File: src/rtl/song_reader.sv
// song_reader: sequencer that walks a per-song note ROM and hands notes to the
// note player one at a time, waiting for note_done between notes.
// Optional feature macro: SONG_LOOP_EN (when defined, the song restarts from
// note 0 after its end instead of parking in END).
module song_reader #(
  parameter int NOTE_W = 6,
  parameter int DUR_W  = 6,
  parameter int ADDR_W = 5,
  parameter int SONG_W = 2
) (
  input  logic                     clk,
  input  logic                     reset,
  input  logic                     play,
  input  logic [SONG_W-1:0]        song,
  input  logic                     restart,
  output logic [SONG_W+ADDR_W-1:0] rom_addr,
  input  logic [NOTE_W+DUR_W-1:0]  rom_data,
  output logic [NOTE_W-1:0]        note,
  output logic [DUR_W-1:0]         duration,
  output logic                     new_note,
  input  logic                     note_done,
  output logic                     song_done,
  output logic                     active
);

  localparam logic [ADDR_W-1:0] IDX_MAX = '1;

  typedef enum logic [2:0] {
    S_IDLE,
    S_FETCH,
    S_WAIT,
    S_PLAY,
    S_DONE,
    S_END
  } state_t;

  state_t                     state_q, state_d;
  logic [ADDR_W-1:0]          idx_q, idx_d;
  logic [SONG_W-1:0]          song_q, song_d;
  logic [SONG_W+ADDR_W-1:0]   rom_addr_q, rom_addr_d;
  logic [NOTE_W-1:0]          note_q, note_d;
  logic [DUR_W-1:0]           dur_q, dur_d;
  logic                       new_note_q, new_note_d;
  logic                       song_done_q, song_done_d;
  logic                       active_q, active_d;

  logic [NOTE_W-1:0]          rom_note;
  logic [DUR_W-1:0]           rom_dur;
  logic [ADDR_W-1:0]          idx_inc;

  assign rom_note = rom_data[NOTE_W+DUR_W-1:DUR_W];
  assign rom_dur  = rom_data[DUR_W-1:0];
  assign idx_inc  = idx_q + 1'b1;

  // Next-state and output computation; restart overrides everything last.
  always_comb begin
    state_d     = state_q;
    idx_d       = idx_q;
    song_d      = song_q;
    rom_addr_d  = rom_addr_q;
    note_d      = note_q;
    dur_d       = dur_q;
    new_note_d  = 1'b0;
    song_done_d = 1'b0;

    case (state_q)
      S_IDLE: begin
        // Song select is captured only here; later changes wait for restart.
        if (play) begin
          song_d     = song;
          rom_addr_d = {song, idx_q};
          state_d    = S_FETCH;
        end
      end
      S_FETCH: begin
        // ROM address is already registered; pausing just holds it here.
        if (play) state_d = S_WAIT;
      end
      S_WAIT: begin
        // ROM data is valid now; zero duration terminates the song.
        if (rom_dur == '0) begin
          state_d = S_DONE;
        end else begin
          note_d     = rom_note;
          dur_d      = rom_dur;
          new_note_d = 1'b1;
          state_d    = S_PLAY;
        end
      end
      S_PLAY: begin
        // While paused the player owns timing, so stay put with outputs held.
        if (play && note_done) begin
          if (idx_q == IDX_MAX) begin
            state_d = S_DONE;
          end else begin
            idx_d      = idx_inc;
            rom_addr_d = {song_q, idx_inc};
            state_d    = S_FETCH;
          end
        end
      end
      S_DONE: begin
        song_done_d = 1'b1;
        idx_d       = '0;
`ifdef SONG_LOOP_EN
        rom_addr_d  = {song_q, {ADDR_W{1'b0}}};
        state_d     = S_FETCH;
`else
        state_d     = S_END;
`endif
      end
      S_END: begin
        // Parked until restart or reset.
        state_d = S_END;
      end
      default: state_d = S_IDLE;
    endcase

    if (restart) begin
      state_d     = S_IDLE;
      idx_d       = '0;
      song_d      = '0;
      rom_addr_d  = '0;
      note_d      = '0;
      dur_d       = '0;
      new_note_d  = 1'b0;
      song_done_d = 1'b0;
    end

    active_d = (state_d == S_FETCH) || (state_d == S_WAIT) || (state_d == S_PLAY);
  end

  // State and output registers with synchronous reset.
  always_ff @(posedge clk) begin
    if (reset) begin
      state_q     <= S_IDLE;
      idx_q       <= '0;
      song_q      <= '0;
      rom_addr_q  <= '0;
      note_q      <= '0;
      dur_q       <= '0;
      new_note_q  <= 1'b0;
      song_done_q <= 1'b0;
      active_q    <= 1'b0;
    end else begin
      state_q     <= state_d;
      idx_q       <= idx_d;
      song_q      <= song_d;
      rom_addr_q  <= rom_addr_d;
      note_q      <= note_d;
      dur_q       <= dur_d;
      new_note_q  <= new_note_d;
      song_done_q <= song_done_d;
      active_q    <= active_d;
    end
  end

  assign rom_addr  = rom_addr_q;
  assign note      = note_q;
  assign duration  = dur_q;
  assign new_note  = new_note_q;
  assign song_done = song_done_q;
  assign active    = active_q;

endmodule

File: config.mk
export PLATFORM = sky130hd
export DESIGN_NAME = song_reader
export DESIGN_NICKNAME = d
export VERILOG_FILES = /design/src/rtl/song_reader.sv
export SDC_FILE = /design/constraint.sdc
export NUM_CORES = 1
export LEC_CHECK = 0
export CORE_MARGIN = 4
export CORE_UTILIZATION = 45
export DETAILED_ROUTE_END_ITERATION = 10
export GPL_TIMING_DRIVEN = 1
export HOLD_SLACK_MARGIN = 0.12
export PLACE_DENSITY = 0.76
export SLEW_MARGIN = 20
export SYNTH_ARGS = -nofsm -noshare
export SYNTH_HDL_FRONTEND = slang
export SYNTH_SLANG_ARGS = --single-unit
File: constraint.sdc
create_clock -name clk -period 2.6 [get_ports clk]
set_clock_uncertainty 0.2 [all_clocks]
set_input_delay 0.78 -clock clk [delete_from_list [all_inputs] [get_ports clk]]
set_output_delay 0.78 -clock clk [all_outputs]
set_load 0.01 [all_outputs]
==> flow_metrics.tcl <==
set metrics [dict create \
    synth-seq-cells 32 \
    insertedDiodeCount 0 \
    ys.flop_type "sky130_fd_sc_hd__dfxtp_1" \
    fp.dieW_microns 64.99 \
    synthSimpleGateAreaFrac_pct 23.63 \
    routability_congestion_estimate 0.8091 \
    power_density_mw_per_mm2 450.4 \
    setup.worst_path.end_class "flip-flop" \
    layout_worst_path_cycle_share_pct 88.06 \
    synth_top_family_by_area "simple AND/OR/NAND/NOR gates" \
    grt_start_max_net_pins 33 \
    cts_resized 0 \
    synth.cell_area_sq_mm 0.001461 \
    critPathLaunchType "primary input" \
    leak_nw 0.7202 \
    finalCriticalPeriod_ns 2.289 \
    postCtsSetupRepairBufs 0 \
    initial_antenna_violation_count 0 \
    fillers 270 \
    worst_pin_slew_ns 0.5149 \
    via_per_inst 5.259 \
    core_box_area_sq_mm 0.003078 \
    worst_path_max_delay_cell "sky130_fd_sc_hd__nor4_2" \
    cts-htree-levels 2 \
    drtAntennaViolNets 0 \
    count_of_vias_placed_by_the_detailed_router 1299 \
    synth-compound-area-share_pct 14.30 \
    wl_mm 3.426 \
    clkSinkCount 32 \
    portBuffers 40 \
    postSynth.asyncResetShare_pct 0 \
    die_height_microns 64.99 \
    gr-usage-all-layers_pct 17.69 \
    required_ns 2.63 \
    max_clock_freq_mhz 436.8 \
    synthesis.nets 179 \
    first_global_vias 1287 \
    floorplan.initialDensity_pct 47.48 \
    status "complete, no violations" \
    area_growth_pct 35.62 \
    synth_seq_area_share_pct 43.84 \
    setup_viol_count_final 0 \
    worstSetupPathType "in -> reg" \
    cp_data_arrival_time_ns 2.32 \
    io_pins 41 \
    crit_chain "clkdlybuf4s50_1 > nor4_2 > buf_4 > a21oi_1 > o221ai_1 > a21oi_1" \
    critical-path-top-delay-family "buffers and inverters" \
    clock_latency_ns 0.33 \
    syn_area_per_cell_sq_um 9.249 \
    final_nets 223 \
    timing.final.max_slew_violations 0 \
    worst_setup_hold_path_clk_slew_ns 0.09 \
    muxShareOfSynthArea_pct 10.36 \
    number_of_buffers_inserted_during_clock_tree_synthesis 5 \
    dp.cells 239 \
    grt_overflow_total 0 \
    synth_fa_ha_area_share_pct 1.712 \
    residual_drc 0 \
    clk_path_buf_depth 2 \
    cts_root_buf "sky130_fd_sc_hd__clkbuf_4" \
    max_stage_delay_ns 0.48 \
    critical-path-top-cell-by-count "sky130_fd_sc_hd__a21oi_1" \
    synth.top_cell.area_share_pct 43.84 \
    first_pass_grt_wire_length_mm 5.692 \
    stdcell_count 247 \
    final.setup.tns_ns 0 \
    dp_hpwl_mm 2.586 \
    detail_route.iter0.violations 50 \
    routed_wire_length_per_instance_microns 13.87 \
    vdd.ir_drop.worst_uv 275.4 \
    yosysWarnings 0 \
    cts_tree "yes" \
    post_route_cells_drive_above_1_share_pct 11.33 \
    report.final.hold_viol_count 0 \
    die_outline_area_sq_mm 0.004223 \
    post-synth-top-area-cell "sky130_fd_sc_hd__dfxtp_1" \
    drt_pre_antenna_iters 4 \
    rsz_0062_raised_after_global_routing "false" \
    synth_xor_xnor_area_share_pct 0.5993 \
    synth.lib_cells_used.distinct 43 \
    synth_enable_flop_cells 0 \
    max_cap_viol_count 0 \
    ys_top_cells_by_area "sky130_fd_sc_hd__dfxtp_1 44%, sky130_fd_sc_hd__mux2i_1 9.6%, sky130_fd_sc_hd__nor2_1 6.9%" \
    ctsHoldBuffers 0 \
    critical_path_buf_inv_count 2 \
    cell_row_count 20 \
    crit_path_max_fanout 2 \
    netlist_instances 158 \
    slew_headroom_pct 65.63 \
    hold_path_class "reg -> reg" \
]
[state kept, by name (all words and copies together), names as in the netlist]
name and count:
state_q 3, song_q 2, new_note 1, active 1, rom_addr 7, idx_q 5, song_done 1, duration 6
note 6
[per-stage QoR]
stage	setup slack, ns	cell area, sq um	hold slack [ns]	utilization (%)	power (W)
6_report	0.3105	1982	0.2933	64.39	0.0008926
5_1_grt	0.1902	1982	0.3074	64.39	0.0009396
4_1_cts	0.3251	1982	0.2940	64.39	0.0009099
3_5_place_dp	-0.04234	1923	0.2807	62.48	0.0006112
3_3_place_gp	0.07699	1923	0.2684	62.48	0.0006088
2_1_floorplan	0.5292	1461	0.2546	-	0.0005564
[metal layers]
layer	global-route usage [%]	up-vias	part of all wire, %
met1	18.89	596	43
li1	-	654	-
met5	0	-	0
met3	6.239	7	5.6
met4	10.55	0	2.0
met2	29.76	42	49
[Yosys cell counts, types with 2 or more instances]
cell type,instances
sky130_fd_sc_hd__buf_6,2
sky130_fd_sc_hd__inv_1,3
sky130_fd_sc_hd__buf_2,2
sky130_fd_sc_hd__a311oi_1,5
sky130_fd_sc_hd__nor2_1,27
sky130_fd_sc_hd__nand2_1,18
sky130_fd_sc_hd__a211oi_1,3
sky130_fd_sc_hd__and3_1,2
sky130_fd_sc_hd__dfxtp_1,32
sky130_fd_sc_hd__a21oi_1,8
sky130_fd_sc_hd__nand3_1,5
sky130_fd_sc_hd__ha_1,2
sky130_fd_sc_hd__mux2i_1,14
sky130_fd_sc_hd__clkbuf_1,5
sky130_fd_sc_hd__nand2b_1,2
[cells by family (layout without fill, tap and decap cells)]
group | count (synthesis) | after routing
AOI/OAI and AO/OA | 25 | 25
DFF | 32 | 32
muxes | 15 | 15
buffers and inverters | 15 | 60
xor gates and xnor gates | 1 | 1
adders and majority gates | 2 | 2
and+or+nand+nor | 68 | 68
[layout make-up]
class	count	area, sq um	share of cell area, %
inverter	4	15.01	0.7576
sequential	32	640.6	32.32
multi-input combinational	111	739.5	37.31
clock buffer	8	58.81	2.967
timing repair buffer	48	473.0	23.86
tap	44	55.05	2.778
[where the power goes]
| group | total, W | internal, W | leakage [nW] | switching [W] |
|---|---|---|---|---|
| clock network | 0.000293 | 0.000133 | 0.0326 | 0.000159 |
| logic | 0.0000960 | 0.0000548 | 0.429 | 0.0000412 |
| registers | 0.000504 | 0.000497 | 0.259 | 0.00000700 |
| total | 0.000893 | 0.000685 | 0.720 | 0.000207 |
[layout by cell type, fill, tap and decap left out, types with 2 or more instances in the layout]
cell | Yosys | final
sky130_fd_sc_hd__and3_1 | 2 | 2
sky130_fd_sc_hd__inv_1 | 3 | 3
sky130_fd_sc_hd__ha_1 | 2 | 2
sky130_fd_sc_hd__mux2i_1 | 14 | 14
sky130_fd_sc_hd__buf_4 | 1 | 7
sky130_fd_sc_hd__nand3_1 | 5 | 5
sky130_fd_sc_hd__dfxtp_1 | 32 | 32
sky130_fd_sc_hd__clkbuf_4 | 1 | 5
sky130_fd_sc_hd__nand2b_1 | 2 | 2
sky130_fd_sc_hd__a21oi_1 | 8 | 8
sky130_fd_sc_hd__nand2_1 | 18 | 18
sky130_fd_sc_hd__clkbuf_1 | 5 | 2
sky130_fd_sc_hd__clkdlybuf4s50_1 | 0 | 40
sky130_fd_sc_hd__a311oi_1 | 5 | 5
sky130_fd_sc_hd__nor2_1 | 27 | 27
sky130_fd_sc_hd__a211oi_1 | 3 | 3
[worst min-delay path: cells and delay by family (launching register included)]
family          cells  cell delay (ns)
compound gates      1             0.08
flops               1             0.32
simple gates        1             0.05
[path summary, 6_finish.rpt]
path,startpoint,endpoint,slack (ns),cells after the start
worst min register to register,song_q[0],rom_addr[5],0.29,2
worst min-delay path,song_q[0],rom_addr[5],0.29,2
worst max register to register,idx_q[0],rom_addr[3],0.36,7
worst max-delay path,rom_data[5],active,0.31,6
(Power assumes the default switching activity.)
